`config.mk`:
```
export PLATFORM = sky130hd
export DESIGN_NAME = mtm_alu_serializer
export DESIGN_NICKNAME = d
export VERILOG_FILES = /design/src/rtl/mtm_alu_serializer.sv
export SDC_FILE = /design/constraint.sdc
export NUM_CORES = 1
export LEC_CHECK = 0
export BUFFER_PORTS_ARGS = -buffer_cell sky130_fd_sc_hd__buf_2
export CORE_AREA = 2 2 103 75
export CTS_BUF_LIST = sky130_fd_sc_hd__clkbuf_16
export DETAILED_ROUTE_END_ITERATION = 8
export DIE_AREA = 0 0 105 77
export PLACE_DENSITY = 0.69
export SLEW_MARGIN = 10
export SYNTH_ARGS = -nofsm -noshare
export SYNTH_HDL_FRONTEND = slang
export SYNTH_SLANG_ARGS = --single-unit
export TNS_END_PERCENT = 5
```
`constraint.sdc`:
```
create_clock -name clk -period 3.9 [get_ports clk]
set_clock_uncertainty 0.15 [all_clocks]
set_input_delay 0 -clock clk [delete_from_list [all_inputs] [get_ports clk]]
set_output_delay 0 -clock clk [all_outputs]
set_load 0.01 [all_outputs]
```
`src/rtl/mtm_alu_serializer.sv`:
```
// ALU output serializer: frames C/CTL into 11-bit packets on the idle-high line sout.
// Optional macro MTM_SER_PKT_GAP_EN inserts one idle bit between packets of a frame.
module mtm_alu_serializer #(
  parameter int unsigned BIT_CYCLES = 1
) (
  input  logic        clk,
  input  logic        rst,
  input  logic        in_valid,
  output logic        in_ready,
  input  logic [31:0] C,
  input  logic [7:0]  CTL,
  output logic        sout,
  output logic        busy
);

  localparam logic [7:0] PRESC_LAST = 8'(BIT_CYCLES - 1);
  localparam logic [2:0] CTL_PKT    = 3'd4;

  typedef enum logic [2:0] {
    S_IDLE,
    S_START,
    S_TYPE,
    S_DATA,
`ifdef MTM_SER_PKT_GAP_EN
    S_GAP,
`endif
    S_STOP
  } state_t;

  state_t      state_reg, state_next;
  logic [7:0]  presc_reg, presc_next;
  logic [2:0]  bit_reg, bit_next;
  logic [2:0]  pkt_reg, pkt_next;
  logic [31:0] c_reg;
  logic [7:0]  ctl_reg;
  logic        sout_reg, sout_next;
  logic        tick;
  logic        accept;
  logic [7:0]  pkt_byte [8];

  // Packets 0..3 carry C MSB-first; every higher index maps to the control byte.
  for (genvar gi = 0; gi < 8; gi++) begin : g_pkt_byte
    if (gi < 4) begin : g_data
      assign pkt_byte[gi] = c_reg[31 - 8*gi -: 8];
    end else begin : g_ctl
      assign pkt_byte[gi] = ctl_reg;
    end
  end

  assign tick     = (presc_reg == PRESC_LAST);
  assign in_ready = (state_reg == S_IDLE);
  assign busy     = (state_reg != S_IDLE);
  assign accept   = in_valid && (state_reg == S_IDLE);
  assign sout     = sout_reg;

  always_comb begin
    state_next = state_reg;
    presc_next = presc_reg;
    bit_next   = bit_reg;
    pkt_next   = pkt_reg;
    if (state_reg == S_IDLE) begin
      presc_next = 8'd0;
      if (in_valid) begin
        state_next = S_START;
        bit_next   = 3'd0;
        pkt_next   = CTL[7] ? CTL_PKT : 3'd0;
      end
    end else begin
      presc_next = tick ? 8'd0 : presc_reg + 8'd1;
      if (tick) begin
        case (state_reg)
          S_START: state_next = S_TYPE;
          S_TYPE: begin
            state_next = S_DATA;
            bit_next   = 3'd7;
          end
          S_DATA: begin
            if (bit_reg == 3'd0) state_next = S_STOP;
            else                 bit_next   = bit_reg - 3'd1;
          end
          S_STOP: begin
            if (pkt_reg == CTL_PKT) begin
              state_next = S_IDLE;
              pkt_next   = 3'd0;
            end else begin
`ifdef MTM_SER_PKT_GAP_EN
              state_next = S_GAP;
`else
              state_next = S_START;
              pkt_next   = pkt_reg + 3'd1;
`endif
            end
          end
`ifdef MTM_SER_PKT_GAP_EN
          S_GAP: begin
            state_next = S_START;
            pkt_next   = pkt_reg + 3'd1;
          end
`endif
          default: state_next = S_IDLE;
        endcase
      end
    end
  end

  // Line level is derived from the upcoming state so that sout is a pure flop.
  always_comb begin
    sout_next = 1'b1;
    case (state_next)
      S_START: sout_next = 1'b0;
      S_TYPE:  sout_next = (pkt_next == CTL_PKT);
      S_DATA:  sout_next = pkt_byte[pkt_next][bit_next];
      default: sout_next = 1'b1;
    endcase
  end

  always_ff @(posedge clk or posedge rst) begin
    if (rst) begin
      state_reg <= S_IDLE;
      presc_reg <= 8'd0;
      bit_reg   <= 3'd0;
      pkt_reg   <= 3'd0;
      c_reg     <= 32'd0;
      ctl_reg   <= 8'd0;
      sout_reg  <= 1'b1;
    end else begin
      state_reg <= state_next;
      presc_reg <= presc_next;
      bit_reg   <= bit_next;
      pkt_reg   <= pkt_next;
      sout_reg  <= sout_next;
      if (accept) begin
        c_reg   <= C;
        ctl_reg <= CTL;
      end
    end
  end

endmodule

```
==> flow_summary.json <==
{
  "outcome": "completed",
  "power_density_nw_per_um2": 723,
  "nets": 495,
  "layout-drive-gt1-share": 0.200,
  "fin_crit_sh": 0.843,
  "critical_path_arrival_ps": 3380,
  "syn_nets": 406,
  "area_growth_pct": 33.5,
  "setup_violations": 0,
  "r2r_slack_ps": 610,
  "grt_use_total": 0.210,
  "critPathTopFamily": "compound AO/OA/AOI/OAI gates",
  "finalHoldViolations": 0,
  "synth.most_common_cell": "nand2_1",
  "top_layer": "met4",
  "fmax_mhz": 304,
  "cts_buffers": 9,
  "synthesis.instances": 357,
  "cts_setup_buffers": 0,
  "synth-seq-area-share": 0.466,
  "clk_path_buf_depth": 2,
  "rsz0062_at_grt": "false",
  "syn_avg_cell_area_um2": 8.72,
  "die_x_um": 105,
  "clockRootBuffer": "clkbuf_16",
  "path_max_fanout": 12,
  "wl_met1_mm": 3.66,
  "slowest_delay_ps": 680,
  "yosys-top-cells-area": "dfrtp_1 46%, nand2_1 15%, ha_1 2.4%, nand3_1 1.9%, o21ai_0 1.9%",
  "grt_pass1_vias": 2696,
  "grt_pass1_wl_mm": 13.2,
  "leakage_uw": 0.00206,
  "period_minus_slack_ps": 3290,
  "synth_cell_types": 59,
  "critPathSlowestCell": "nor3_1",
  "routedWlPerCell_um": 14.2,
  "path_cells": "nor3_1 -> a311oi_1 -> nor2_2 -> a211oi_1 -> o311a_1 -> a211oi_2 -> o311ai_1 -> o31ai_1",
  "core_area_um2": 7090,
  "crit_path_end_kind": "flop",
  "fillers": 681,
  "overflow": 0,
  "rows": 26,
  "cts_tree": "built",
  "synth_warnings": 0,
  "ant_nets": 0,
  "slew_violations": 0,
  "start_util": 0.439,
  "worstSkewPairLatency_ps": 330,
  "utilization": 0.586,
  "dp_hpwl_mm": 5.22,
  "holdCritPathClass": "in -> reg",
  "largest_register_ffs": 32,
  "synth_edf_count": 0,
  "via_per_inst": 5.11,
  "dieHeight_um": 77,
  "die_area_um2": 8090,
  "synth_area_um2": 3110,
  "max-cap-violations": 0,
  "met3_wirelength_um": 433,
  "vias": 2805,
  "diodes": 0,
  "cts_sinks": 58,
  "ys.flop_type": "dfrtp_1",
  "ir_drop_mv": 0.300,
  "routed-wl-met2_mm": 3.56,
  "ys_seq_elements": 58,
  "max_slew_margin": 0.466,
  "synth_top_area_share": 0.458,
  "crit_buf_inv": 0,
  "cp.required_ps": 3990,
  "start_kind": "flop",
  "synth_area_leader_cell": "dfrtp_1",
  "ioPinCount": 46,
  "ctsHtreeMaxLevel": 3,
  "antenna_found_initial": 0,
  "fin_setup_tns_ps": 0,
  "grt_max_degree": 59,
  "ys_top_cells_by_count": "128 x nand2_1, 57 x dfrtp_1, 16 x nor2_1",
  "routed_wl_mm": 7.78,
  "port-buffer-count": 45,
  "async_flop_share": 1.00,
  "route.detailed.drc": 0,
  "clk_pin_slew_ps": 50,
  "drt_iter0_drc": 180,
  "tightest_slew_ps": 794,
  "dr.pass1.iters": 4,
  "path_class": "reg -> reg",
  "gp_congestion": 0.897
}
==> layer usage <==
layer | vias up | track usage
li1 | 1391 | -
met1 | 1313 | 0.292
met2 | 89 | 0.320
met3 | 12 | 0.0459
met4 | 0 | 0.0800
met5 | - | 0
==> worst min-delay path: cells and delay by family <==
kind	cells	cell delay, ps
simple gates	3	250
buf+inv	2	290
==> cells in the final DEF (no fill, tap or decap), drive strengths merged, types with 2 or more instances in the layout <==
master         n
a211oi        10
a21boi         5
a21o           2
a21oi          9
a221oi         3
a22oi          2
a311oi         3
a32o           2
and3          10
buf           53
bufinv         2
clkbuf         9
clkinv         4
dfrtp         57
dlygate4sd3   41
ha             6
inv           14
mux2           3
mux2i          4
nand2        128
nand3         12
nand4          3
nor2          18
nor2b          3
nor3           2
nor4b          2
o211ai         3
o21ai         12
o311ai         2
or3            2
or4b           2
xnor2          2
xor2           4
==> area by class of cell <==
class | count | area (um2) | area share
multi-input cells | 269 | 1530 | 0.367
inverters | 14 | 52.6 | 0.0126
flip-flops and latches | 58 | 1450 | 0.349
clock inverters | 7 | 85.1 | 0.0205
clock buffers | 9 | 225 | 0.0542
repair buffers | 94 | 696 | 0.167
well taps | 98 | 123 | 0.0295
==> metrics by stage <==
| stage | instance area [um2] | hold slack (ps) | instances | total power (uW) | setup slack (ps) |
|---|---|---|---|---|---|
| after floorplan | 3110 | -44.6 | 357 | 1850 | 1020 |
| after global placement | 3440 | 39.6 | 492 | 2120 | 756 |
| after detailed placement | 3440 | 42.2 | 492 | 2150 | 684 |
| after CTS | 4160 | 92.0 | 549 | 3010 | 664 |
| after global routing | 4160 | 127 | 549 | 3230 | 437 |
| final | 4160 | 99.0 | 549 | 3010 | 611 |
==> where the power goes <==
group	switching, uW	internal [uW]	total (uW)
clock network	269	551	820
logic	632	510	1140
registers	190	853	1040
==> cells by family after synthesis <==
logic type	Yosys count	share of synthesized area
compound gates	60	0.148
xor+xnor	6	0.0169
fa+ha+maj	6	0.0241
buf+inv	30	0.0438
flops	58	0.466
mux	7	0.0249
simple gates	190	0.276
==> what timing repair did <==
item	in CTS	in global routing
hold buffers	41	0
gates resized for setup	0	0
hold endpoints to repair	98	0
==> worst paths after layout <==
| check | from | endpoint | depth (start not counted) |
|---|---|---|---|
| worst min register to register | c_reg[29] | c_reg[29] | 2 |
| worst max-delay path | presc_reg[2] | sout | 8 |
| worst min-delay path | in_valid | c_reg[27] | 5 |
| worst max register to register | presc_reg[2] | sout | 8 |
| min in group asynchronous | rst | bit_reg[1] | 4 |
| max in group asynchronous | rst | bit_reg[2] | 4 |
No activity file was read; power rests on OpenSTA's default activity.
